<file path="src/rtl/stopwatch_pkg.sv">
// Shared definitions for the stopwatch button conditioner: debounce state
// encoding, default debounce timing and the bit index of each raw input.
package stopwatch_pkg;

  typedef enum logic [1:0] {
    LOW     = 2'd0,
    WAIT_HI = 2'd1,
    HIGH    = 2'd2,
    WAIT_LO = 2'd3
  } db_state_e;

  // 5 ms of stable samples at 100 MHz
  localparam int DEBOUNCE_CYCLES_DEF = 500000;
  // 2**20 > 500000, so the counter can hold the full debounce window
  localparam int CNT_W_DEF = 20;

  localparam int BTN_L  = 0;
  localparam int BTN_R  = 1;
  localparam int SW_ADJ = 2;
  localparam int NUM_IN = 3;

endpackage

</file>
<file path="src/rtl/debounce.sv">
// Single-input conditioner: 2-flop synchronizer, 4-state debounce FSM with a
// stable-sample counter, debounced level and a one-cycle rise pulse.
// rise_d_o is the combinational value rise_o will take on the next edge, so
// a parent can react on the same edge that registers the pulse.
// Handshake: none; raw_i is a free-running asynchronous level.
module debounce
  import stopwatch_pkg::*;
#(
  parameter int DEBOUNCE_CYCLES = DEBOUNCE_CYCLES_DEF,
  parameter int CNT_W           = CNT_W_DEF
) (
  input  logic      clk,
  input  logic      rst_n,
  input  logic      raw_i,
  output logic      level_o,
  output logic      rise_o,
  output logic      rise_d_o,
  output db_state_e state_o
);

  // Last count value of the stable window; CNT_W must satisfy 2**CNT_W > DEBOUNCE_CYCLES.
  localparam logic [CNT_W-1:0] CNT_LAST = CNT_W'(DEBOUNCE_CYCLES - 1);

  logic             sync1_q;
  logic             sync2_q;
  db_state_e        state_q;
  logic [CNT_W-1:0] cnt_q;
  logic             level_q;
  logic             rise_q;
  logic             rise_d;

  // Accept a press on the final stable sample of the rising window.
  assign rise_d = (state_q == WAIT_HI) && sync2_q && (cnt_q == CNT_LAST);

  // Two-flop synchronizer for the asynchronous raw input.
  always_ff @(posedge clk or negedge rst_n) begin
    if (!rst_n) begin
      sync1_q <= 1'b0;
      sync2_q <= 1'b0;
    end else begin
      sync1_q <= raw_i;
      sync2_q <= sync1_q;
    end
  end

  // Debounce FSM with counter, registered level and registered rise pulse.
  // The counter only advances below CNT_LAST and is cleared on every state
  // change, so it saturates by construction and never wraps.
  always_ff @(posedge clk or negedge rst_n) begin
    if (!rst_n) begin
      state_q <= LOW;
      cnt_q   <= '0;
      level_q <= 1'b0;
      rise_q  <= 1'b0;
    end else begin
      rise_q <= rise_d;
      case (state_q)
        LOW: begin
          if (sync2_q) begin
            state_q <= WAIT_HI;
            cnt_q   <= '0;
          end
        end
        WAIT_HI: begin
          if (!sync2_q) begin
            state_q <= LOW;
            cnt_q   <= '0;
          end else if (cnt_q == CNT_LAST) begin
            state_q <= HIGH;
            cnt_q   <= '0;
            level_q <= 1'b1;
          end else begin
            cnt_q <= cnt_q + CNT_W'(1);
          end
        end
        HIGH: begin
          if (!sync2_q) begin
            state_q <= WAIT_LO;
            cnt_q   <= '0;
          end
        end
        WAIT_LO: begin
          if (sync2_q) begin
            state_q <= HIGH;
            cnt_q   <= '0;
          end else if (cnt_q == CNT_LAST) begin
            state_q <= LOW;
            cnt_q   <= '0;
            level_q <= 1'b0;
          end else begin
            cnt_q <= cnt_q + CNT_W'(1);
          end
        end
        default: begin
          state_q <= LOW;
          cnt_q   <= '0;
          level_q <= 1'b0;
        end
      endcase
    end
  end

  assign level_o  = level_q;
  assign rise_o   = rise_q;
  assign rise_d_o = rise_d;
  assign state_o  = state_q;

endmodule

</file>
<file path="src/rtl/button_cond.sv">
// Stopwatch button conditioner: debounces the pause/run button, the clear
// button and the adjust switch, then turns the pause button into a run/stop
// toggle and the clear button into a single-cycle clear pulse.
// Optional feature macro: CLR_PAUSES_EN -- when defined, a clear pulse also
// forces the stopwatch into the stopped state, overriding a simultaneous
// pause toggle.
module button_cond
  import stopwatch_pkg::*;
#(
  parameter int DEBOUNCE_CYCLES = DEBOUNCE_CYCLES_DEF,
  parameter int CNT_W           = CNT_W_DEF
) (
  input  logic       clk,
  input  logic       rst_n,
  input  logic       btnL,
  input  logic       btnR,
  input  logic       adj_sw,
  output logic       pause,
  output logic       clr,
  output logic       adj,
  output logic [2:0] btn_lvl
);

  logic [NUM_IN-1:0] raw;
  logic [NUM_IN-1:0] level;
  logic [NUM_IN-1:0] rise_q;
  logic [NUM_IN-1:0] rise_d;
  db_state_e         db_state [NUM_IN];
  logic              pause_q;

  assign raw[BTN_L]  = btnL;
  assign raw[BTN_R]  = btnR;
  assign raw[SW_ADJ] = adj_sw;

  for (genvar g = 0; g < NUM_IN; g++) begin : g_db
    debounce #(
      .DEBOUNCE_CYCLES (DEBOUNCE_CYCLES),
      .CNT_W           (CNT_W)
    ) u_db (
      .clk      (clk),
      .rst_n    (rst_n),
      .raw_i    (raw[g]),
      .level_o  (level[g]),
      .rise_o   (rise_q[g]),
      .rise_d_o (rise_d[g]),
      .state_o  (db_state[g])
    );
  end

  // Run/stop toggle, updated on the same edge that registers the btnL pulse.
  always_ff @(posedge clk or negedge rst_n) begin
    if (!rst_n) begin
      pause_q <= 1'b0;
    end else begin
`ifdef CLR_PAUSES_EN
      if (rise_d[BTN_R]) begin
        pause_q <= 1'b1;
      end else if (rise_d[BTN_L]) begin
        pause_q <= ~pause_q;
      end
`else
      if (rise_d[BTN_L]) begin
        pause_q <= ~pause_q;
      end
`endif
    end
  end

  assign pause   = pause_q;
  assign clr     = rise_q[BTN_R];
  assign adj     = level[SW_ADJ];
  assign btn_lvl = level;

  // Per-input state and pulse bits not needed by the output logic; kept
  // visible on the debounce instances for observation.
  logic unused_dbg;
  assign unused_dbg = ^{rise_q, rise_d, db_state[BTN_L], db_state[BTN_R], db_state[SW_ADJ]};

endmodule

</file>
<file path="config.mk">
export PLATFORM = sky130hd
export DESIGN_NAME = button_cond
export DESIGN_NICKNAME = d
export VERILOG_FILES = /design/src/rtl/stopwatch_pkg.sv /design/src/rtl/debounce.sv /design/src/rtl/button_cond.sv
export SDC_FILE = /design/constraint.sdc
export NUM_CORES = 1
export LEC_CHECK = 0
export CELL_PAD_IN_SITES_DETAIL_PLACEMENT = 0
export CELL_PAD_IN_SITES_GLOBAL_PLACEMENT = 1
export CORE_MARGIN = 5
export CORE_UTILIZATION = 35
export CTS_CLUSTER_DIAMETER = 200
export DETAILED_ROUTE_END_ITERATION = 8
export PLACE_DENSITY_LB_ADDON = 0.1
export REMOVE_ABC_BUFFERS = 1
export SYNTH_ARGS = -nofsm -noshare
export SYNTH_HDL_FRONTEND = slang
export SYNTH_HIERARCHICAL = 1
export SYNTH_SLANG_ARGS = --single-unit
</file>
<file path="constraint.sdc">
create_clock -name clk -period 6.35 [get_ports clk]
set_clock_uncertainty 0.2 [all_clocks]
set_input_delay 1.27 -clock clk [delete_from_list [all_inputs] [get_ports clk]]
set_output_delay 1.27 -clock clk [all_outputs]
set_load 0.01 [all_outputs]
</file>
After elaboration in Yosys (flattened, before gate mapping)
Cells that the tools add are included.
Word-level totals
  word-level logic and storage cells: 130
  output and inout bits: 6
  flip-flop bits (word level): 77
Cells by class
  add/sub/neg operators: 3
  reductions and logical operators: 19
  mux-type cells: 54
  bitwise logic cells: 1
  eq/ne operators: 36
Operator list (number)
  two-way mux 20 bit: 15
  case mux 20 bit (4 select lines): 3
  adder 20 x 1 -> 20 bit (second input constant): 3
  equality test 20 x 19 -> 1 bit (second input constant): 3
  two-way mux 2 bit: 18
  case mux 2 bit (4 select lines): 3
  != test 2 x 1 -> 1 bit (second input constant): 9
  != test 2 bit (second input constant): 9
  AND reduction 5 bit: 3
  equality test 2 bit (second input constant): 6
  two-way mux 1 bit: 12
  AND reduction 4 bit: 3
  != test 3 x 1 -> 1 bit (second input constant): 3
  != test 3 bit (second input constant): 3
  equality test 2 x 1 -> 1 bit (second input constant): 3
  logical NOT 2 bit: 3
  case mux 1 bit (2 select lines): 3
  AND reduction 2 bit: 3
  nonzero test 2 bit: 3
  logical AND 1 bit: 4
  NOT 1 bit: 1

Depth between registers and ports, before layout
Gate-level depths: netlist of run 1.
  depth in word-level cells: 4
  gate-level depth with buffers: 7

Cells and area by module
The synthesis of run 1 kept the hierarchy.
Modules (own cells, without submodules)
  debounce (g_db[0].u_db ...): area an instance 1453.9 um^2, instances 2, sequential area each 650.6 um^2, cells an instance 156
  debounce (g_db[2].u_db): area an instance 1368.8 um^2, instances 1, sequential area each 650.6 um^2, cells an instance 149
  button_cond: area an instance 41.3 um^2, instances 1, sequential area each 25.0 um^2, cells an instance 3

Worst setup path after synthesis of run 1
OpenSTA, ideal clock, no wires.
  kind: reg2reg
  from: reg g_db[2].u_db.cnt_q[5]
  to: reg g_db[2].u_db.cnt_q[6]
  data required time: 6028 ps
  stages on the path, launching flop included: 7
  clock period less this slack: 2147 ps
  path slack: 4203 ps
  arrival: 1825 ps
  cells stage by stage: dfrtp_1 -> buf_6 -> or4_4 -> nor4_4 -> a21oi_2 -> buf_6 -> a32o_1
On the way
  word-level cells in the longest chain between the ends: 4
  elaborated cells on any way between the ends: 6
RTL lines
  from (decl): RTL line debounce.sv:27  | logic [CNT_W-1:0] cnt_q;
  from (signal assigned): RTL line debounce.sv:73  | cnt_q <= cnt_q + CNT_W'(1);
  from (signal assigned): RTL line debounce.sv:91  | cnt_q <= cnt_q + CNT_W'(1);
  adder 20 x 1 -> 20 bit or equality test 20 x 19 -> 1 bit (tied branches)
  two-way mux 20 bit *: RTL line debounce.sv:68, debounce.sv:86
  two-way mux 20 bit (on tied branches): RTL line debounce.sv:83, debounce.sv:65
  case mux 20 bit (4 select lines) *: RTL line debounce.sv:57  | case (state_q)
Every way passes the cells marked *; elsewhere a longest branch is shown, timed or not.
A chain may end at the register's enable or synchronous reset.

Worst setup path after layout of run 1
  from: reg g_db[2].u_db.level_q
  to: out adj
RTL lines
  from (decl): RTL line debounce.sv:28  | logic level_q;
  from (signal assigned): RTL line debounce.sv:53  | level_q <= 1'b0;
  from (signal assigned): RTL line debounce.sv:71  | level_q <= 1'b1;
  from (signal assigned): RTL line debounce.sv:89  | level_q <= 1'b0;
  to (decl): RTL line button_cond.sv:20  | output logic adj,
No word-level cell between the ends.

==> results of run 1 <==
[sequential cells by signal, summed over array words and instances, names as in the netlist, named ones only]
name	cells
g_db.u_db/cnt_q	60
g_db.u_db/level_o	3
g_db.u_db/rise_o	1
g_db.u_db/state_o	3
pause	1
g_db.u_db/sync1_q	3
g_db.u_db/sync2_q	3
[stage by stage]
step / area [um^2] / power [W] / util / instances
3_3_place_gp: 4420 / 0.000573 / 0.369 / 596
4_1_cts: 4760 / 0.00118 / 0.398 / 612
3_5_place_dp: 4420 / 0.000574 / 0.369 / 596
6_report: 4760 / 0.00116 / 0.398 / 612
2_1_floorplan: 4120 / 0.000547 / - / 437
5_1_grt: 4760 / 0.00121 / 0.398 / 612
[power by group through the flow]
stage | registers, W | clock network, W | logic, W
floorplan | 0.000515 | 0 | 0.0000317
detailed placement | 0.000518 | 0 | 0.0000564
finish | 0.000509 | 0.000598 | 0.0000549
CTS | 0.000509 | 0.000618 | 0.0000566
global placement | 0.000517 | 0 | 0.0000562
global route | 0.000510 | 0.000640 | 0.0000630
[routing by layer]
layer | vias up | global-route usage
li1 | 1702 | -
met1 | 1650 | 0.202
met2 | 35 | 0.209
met3 | 12 | 0.0421
met4 | 0 | 0.0432
met5 | - | 0
[final cells by class]
cell class | instances | area, um^2 | area share
clock buffers | 12 | 246 | 0.0518
clock inverters | 4 | 95.1 | 0.0200
inverters | 17 | 63.8 | 0.0134
multi-input cells | 343 | 2130 | 0.448
flip-flops and latches | 77 | 1930 | 0.405
well taps | 147 | 184 | 0.0387
repair buffers | 12 | 113 | 0.0237
[path summary, 6_finish.rpt]
check                                 startpoint                      to  slack (ps)  cells after the start
max                         g_db[2].u_db/level_o                     adj        3610                      1
min                         g_db[0].u_db/sync1_q    g_db[0].u_db/sync2_q         150                      0
max reg2reg                g_db[2].u_db/cnt_q[0]  g_db[2].u_db/cnt_q[17]        3750                      6
min reg2reg                 g_db[0].u_db/sync1_q    g_db[0].u_db/sync2_q         150                      0
max in group asynchronous                  rst_n  g_db[2].u_db/cnt_q[14]        4420                      1
min in group asynchronous                  rst_n   g_db[1].u_db/cnt_q[9]         880                      1
==> impl_results.rst, run 1 <==
.. list-table::
   :header-rows: 1

   * - Metric
     - Value
   * - Run status
     - finished, final reports clean
   * - Maximum buffer depth of the clock tree
     - 2
   * - Placeable Area
     - approximately 12000 um^2
   * - Rel. slew slack
     - 0.210
   * - DPL Wire Length
     - 6350 um
   * - Synth warnings
     - 6
   * - Crit path max-delay cell type
     - sky130_fd_sc_hd__clkdlybuf4s50_1
   * - Max Clock Freq
     - about 0.37 GHz
   * - Worst Hold Margin
     - between 150 and 200 ps
   * - Maximum number of pins on one net before global-route repair
     - 78
   * - Initial antenna violation count
     - 0
   * - Area enclosed by the die boundary
     - approximately 14000 um^2
   * - Share of total power in combinational logic
     - 0.047
   * - PortBufs
     - 10
   * - I/O pin total
     - 11
   * - Total iterations of the first detailed-routing run
     - 4
   * - Area growth from synthesis to layout
     - 11.6%
   * - Number of failing setup endpoints in the final timing report
     - 0
   * - Sequential share of power
     - 0.438
   * - M1 wire length
     - between 5000 and 6000 um
   * - Startpoint class of the critical path
     - register
   * - Violation count after the first detailed-routing iteration
     - 138
   * - Number of hold buffers added after cts
     - 0
   * - Top library cells by usage in the layout, fill and taps aside
     - sky130_fd_sc_hd__dfrtp_1 (77), sky130_fd_sc_hd__nand2_1 (45), sky130_fd_sc_hd__nand3_1 (43)
   * - DIE HEIGHT
     - ~120 um
   * - Wire length on met3
     - between 200 and 300 um
   * - Clock tree from TritonCTS
     - built
   * - Internal power contribution
     - a little over 0.0009 W
   * - Floorplan row count
     - 40
   * - CP max FO
     - 4
   * - Maximum single-stage delay on the critical path
     - around 550 ps
   * - Class of the most critical hold timing path
     - reg2reg
   * - Clock Latency Late Sink
     - roughly 340 ps
   * - Routed via count
     - 3399
   * - Unrepaired setup endpoints after global routing
     - no
   * - Buf+Inv Stages, Crit Path
     - 1
   * - Type of the setup path with the least slack
     - reg2out
   * - Count of max-cap constraint violations
     - 0
   * - Ant. Diodes
     - 0
   * - Number of instances in the synthesized netlist
     - about 460
   * - Root buffer selected by CTS
     - sky130_fd_sc_hd__clkbuf_16
   * - Post-Synthesis Cell Area
     - around 4300 um^2
   * - Top delay family on crit path
     - buffers and inverters
   * - Final slew viol count
     - 0
   * - Mean instance size in the synthesized netlist
     - between 9 and 10 um^2
   * - DRC
     - 0
   * - Crit share post-route
     - 0.431
   * - Met2 routed wirelength
     - between 4000 and 5000 um
   * - Number of global-route vias before repair
     - roughly 3200
   * - Post-route worst setup slack
     - 3610 ps
   * - Number of nets at the end of the flow
     - between 400 and 500
   * - Layout filler cell count
     - around 1200
   * - Portion of total power attributed to the clock network
     - 0.515
   * - Clock period minus worst slack
     - 2740 ps
   * - Total Neg Setup Slack
     - 0 ps
   * - Final RePlAce weighted congestion
     - ~0.75
   * - Aggregate routed wire length
     - 9810 um
   * - Pin slew with the least headroom to its limit
     - roughly 1200 ps
   * - Data arrival at the endpoint of the critical path
     - 1270 ps
   * - Cts bufs inserted
     - 9
   * - Ratio of cells with drive above 1 in the final layout
     - 0.0731
   * - Net switching fraction of the power
     - 0.216
   * - Pre-CTS WS
     - approximately 3800 ps
   * - Cell area power density
     - about 240 nW/um^2
   * - Total congestion overflow after global routing
     - 0
   * - Effective utilization at floorplan
     - 0.356
   * - Max rail drop VDD
     - around 0.15 mV
   * - Antenna-violating nets left
     - 0
   * - Number of clock sinks seen by CTS
     - a little under 80
   * - Final count of hold timing violations
     - 0
   * - Width of the chip
     - roughly 120 um
   * - Crit path cell chain
     - clkdlybuf4s50_1
   * - Commonest non-fill, non-tap cell in the layout
     - sky130_fd_sc_hd__dfrtp_1
   * - Avg Vias per Cell
     - roughly 5.6
   * - CP Capture Type
     - output port
   * - Global-route wire length before repair
     - roughly 17000 um
   * - Clock-pin slew of the registers on the worst-case setup and hold paths
     - around 60 ps
   * - Critical path data required time
     - ~4900 ps
   * - CTS resizes
     - 0
   * - Standby leakage power
     - 1.95 nW
   * - Buffers inserted by post-CTS timing repair
     - 0
   * - Global routing usage summed across all routing layers
     - 0.142
   * - Routed wire per std cell
     - around 16 um
   * - NetSw
     - ~0.00025 W
   * - Uppermost routed layer
     - met4
   * - Clock H-tree levels
     - 3
No activity file was read; power rests on OpenSTA's default activity.
==> inputs of run 2 (changes only) <==
==> constraint.sdc (replaced) <==
create_clock -name clk -period 2.77 [get_ports clk]
set_clock_uncertainty 0.2 [all_clocks]
set_input_delay 0.554 -clock clk [delete_from_list [all_inputs] [get_ports clk]]
set_output_delay 0.554 -clock clk [all_outputs]
set_load 0.01 [all_outputs]
==> run 2 against run 1 <==
  * Non-clock buffer count grew 14
  * Highest routed layer unchanged
  * Critical endpoint is now g_db[1].u_db/cnt_q[11]
  * Sequential power grew 130%
  * Global-route usage grew 0.13 points
==> impl_results.rst, run 2 (same netlist as run 1, synthesis figures left out) <==
.. list-table::
   :header-rows: 1

   * - Metric
     - Value
   * - Critical path data required time
     - 2800 ps (-2080 ps)
   * - Clock H-tree levels
     - 3 (unchanged)
   * - Type of the setup path with the least slack
     - reg2reg
   * - Worst flop-to-flop path endpoint
     - g_db[1].u_db/cnt_q[11]
   * - Commonest non-fill, non-tap cell in the layout
     - sky130_fd_sc_hd__dfrtp_1
   * - Finished Core Util
     - 0.409 (+0.0113)
   * - Power Total
     - 0.00268 W (+130%)
   * - Hold worst-path end
     - g_db[0].u_db/sync2_q
   * - CP max FO
     - 21 (+17)
   * - Placement-stage cell area
     - 4530 um^2 (+2.5%)
   * - Number of global-route vias before repair
     - 3387 (+4.8%)
   * - Clock Latency Late Sink
     - 340 ps (about the same)
   * - Area enclosed by the die boundary
     - 14500 um^2 (unchanged)
   * - Clock tree from TritonCTS
     - built
   * - Effective utilization at floorplan
     - 0.356 (unchanged)
   * - Worst flop-to-flop path startpoint
     - g_db[1].u_db/cnt_q[5]
   * - NetSw
     - 0.000586 W (+130%)
   * - Ant. Diodes
     - 0 (unchanged)
   * - Maximum number of pins on one net before global-route repair
     - 48 (-38%)
   * - Ratio of cells with drive above 1 in the final layout
     - 0.102 (+0.0292)
   * - Aggregate routed wire length
     - 9670 um (-1.4%)
   * - DRC
     - 0 (unchanged)
   * - I/O pin total
     - 11 (unchanged)
   * - Logic depth of the worst register-to-register path
     - 5 (-1)
   * - Rel. slew slack
     - 0.324 (+0.114)
   * - Floorplan row count
     - 40 (unchanged)
   * - Register name with the most flops
     - g_db.u_db/cnt_q
   * - Number of nets at the end of the flow
     - 482 (+3.0%)
   * - Clock-pin slew of the registers on the worst-case setup and hold paths
     - 60 ps (about the same)
   * - DPL Wire Length
     - 6530 um (+2.8%)
   * - Total iterations of the first detailed-routing run
     - 4 (unchanged)
   * - Global-route wire length before repair
     - 16900 um (+1.9%)
   * - Initial antenna violation count
     - 0 (unchanged)
   * - Width of the chip
     - 120 um (unchanged)
   * - Setup slack of the worst register-to-register path
     - 310 ps (-3440 ps)
   * - Crit share post-route
     - 0.888
   * - DIE HEIGHT
     - 120 um (unchanged)
   * - PortBufs
     - 10 (unchanged)
   * - Internal power contribution
     - 0.00209 W (+130%)
   * - Portion of total power attributed to the clock network
     - 0.514 (about the same)
   * - Data arrival at the endpoint of the critical path
     - 2490 ps (+1220 ps)
   * - Cell area power density
     - 548 nW/um^2 (+120%)
   * - Maximum buffer depth of the clock tree
     - 2 (unchanged)
   * - Total congestion overflow after global routing
     - 0 (unchanged)
   * - Clock period minus worst slack
     - between 2000 and 2500 ps
   * - Layout filler cell count
     - 1166 (-3.2%)
   * - Pin slew with the least headroom to its limit
     - 1010 ps (-170 ps)
   * - Global routing usage summed across all routing layers
     - 0.143 (+0.00129)
   * - Max rail drop VDD
     - 0.275 mV (+85%)
   * - Startpoint class of the critical path
     - register
   * - Share of total power in combinational logic
     - 0.051 (+0.004)
   * - Number of clock sinks seen by CTS
     - 77 (unchanged)
   * - Class of the most critical hold timing path
     - reg2reg
   * - CP Capture Type
     - register
   * - Final slew viol count
     - 0 (unchanged)
   * - Largest register FFs
     - 60 (unchanged)
   * - Net switching fraction of the power
     - 0.219 (+0.00280)
   * - Routed wire per std cell
     - 15.4 um (-3.6%)
   * - Area growth from synthesis to layout
     - 14.8%
   * - Violation count after the first detailed-routing iteration
     - 105 (-24%)
   * - Count of max-cap constraint violations
     - 0 (unchanged)
   * - Number of failing setup endpoints in the final timing report
     - 0 (unchanged)
   * - Cts bufs inserted
     - 9 (unchanged)
   * - Total Neg Setup Slack
     - 0 ps (unchanged)
   * - Final cell area excluding filler cells
     - 4890 um^2 (+2.8%)
   * - Final RePlAce weighted congestion
     - 0.763 (+1.2%)
   * - Root buffer selected by CTS
     - sky130_fd_sc_hd__clkbuf_16
   * - Hold path startpoint
     - g_db[0].u_db/sync1_q
   * - Top library cells by usage in the layout, fill and taps aside
     - sky130_fd_sc_hd__dfrtp_1 (77), sky130_fd_sc_hd__nand2_1 (45), sky130_fd_sc_hd__nand3_1 (43)
   * - Standby leakage power
     - 2.03 nW (+3.9%)
   * - Placeable Area
     - 12000 um^2 (unchanged)
   * - Unrepaired setup endpoints after global routing
     - no
   * - Routed via count
     - 3479 (+2.4%)
   * - Run status
     - finished, final reports clean
   * - WHS Path Cells
     - 0 (unchanged)
   * - Antenna-violating nets left
     - 0 (unchanged)
   * - Avg Vias per Cell
     - 5.56 (about the same)
   * - Sequential share of power
     - 0.435 (-0.003)
   * - Max Clock Freq
     - approximately 0.41 GHz
   * - Final count of hold timing violations
     - 0 (unchanged)
[run 2: cell type report]
type,instances,area (um^2),area share
clock buffers,10,239,0.0488
clock inverters,6,110,0.0225
inverters,17,63.8,0.0130
multi-input cells,343,2140,0.437
flip-flops and latches,77,1930,0.394
well taps,147,184,0.0376
repair buffers,26,233,0.0476
[run 2: per-layer routing]
layer | vias up | global-route usage | wire, um
met4 | 0 | 0.0588 | 177
li1 | 1736 | - | -
met3 | 13 | 0.0295 | 269
met5 | - | 0 | 0
met1 | 1689 | 0.202 | 4950
met2 | 41 | 0.214 | 4270
[run 2: critical path, cell delays in order (launching register included)]
cell and delay [ps]:
sky130_fd_sc_hd__dfrtp_1 450, sky130_fd_sc_hd__or4b_4 570, sky130_fd_sc_hd__nor4_4 360, sky130_fd_sc_hd__a21oi_2 340
sky130_fd_sc_hd__a21o_1 260, sky130_fd_sc_hd__a21o_1 170
[run 2: how the worst max path moves through the flow]
| stage | endpoint | start | slack, ps |
|---|---|---|---|
| 5_1_grt | g_db[1].u_db/cnt_q[13] | g_db[1].u_db/cnt_q[5] | 180 |
| 2_1_floorplan | g_db[2].u_db/cnt_q[14] | g_db[2].u_db/cnt_q[14] | 530 |
| 3_3_place_gp | g_db[2].u_db/cnt_q[5] | g_db[2].u_db/cnt_q[0] | 290 |
| 6_report | g_db[1].u_db/cnt_q[11] | g_db[1].u_db/cnt_q[5] | 310 |
| 3_5_place_dp | g_db[2].u_db/cnt_q[18] | g_db[2].u_db/cnt_q[0] | 210 |
| 4_1_cts | g_db[2].u_db/cnt_q[18] | g_db[2].u_db/cnt_q[0] | 180 |
[run 2: repair_timing]
item | in CTS | in global routing
buffers inserted | 0 | 0
endpoints found under the hold margin | 30 | 0
endpoints found under the setup margin | 0 | 4
gates resized for setup | 0 | 1
hold buffers | 1 | 0
[run 2: power by group through the flow]
stage / registers (W) / logic, W / clock network, W
final: 0.00117 / 0.000136 / 0.00138
after global placement: 0.00119 / 0.000138 / 0
after floorplan: 0.00118 / 0.0000727 / 0
after global routing: 0.00117 / 0.000157 / 0.00147
after detailed placement: 0.00119 / 0.000139 / 0
after CTS: 0.00117 / 0.000140 / 0.00142
[run 2: metrics by stage]
step           hold WS (ps)  std cells  worst slack (ps)
2_1_floorplan          58.4        437               529
3_3_place_gp            133        609               286
3_5_place_dp            136        609               205
4_1_cts                 150        626               178
5_1_grt                 165        626               180
6_report                149        626               311
==> inputs of run 3 (changes only) <==
--- a/config.mk
+++ b/config.mk
@@ -10,6 +10,7 @@
 export CORE_MARGIN = 5
 export CORE_UTILIZATION = 35
 export CTS_CLUSTER_DIAMETER = 200
+export CTS_CLUSTER_SIZE = 30
 export DETAILED_ROUTE_END_ITERATION = 8
 export PLACE_DENSITY_LB_ADDON = 0.1
 export REMOVE_ABC_BUFFERS = 1
==> results of run 3 <==
No change in the layout: final DEF, timing and power equal those of run 2.
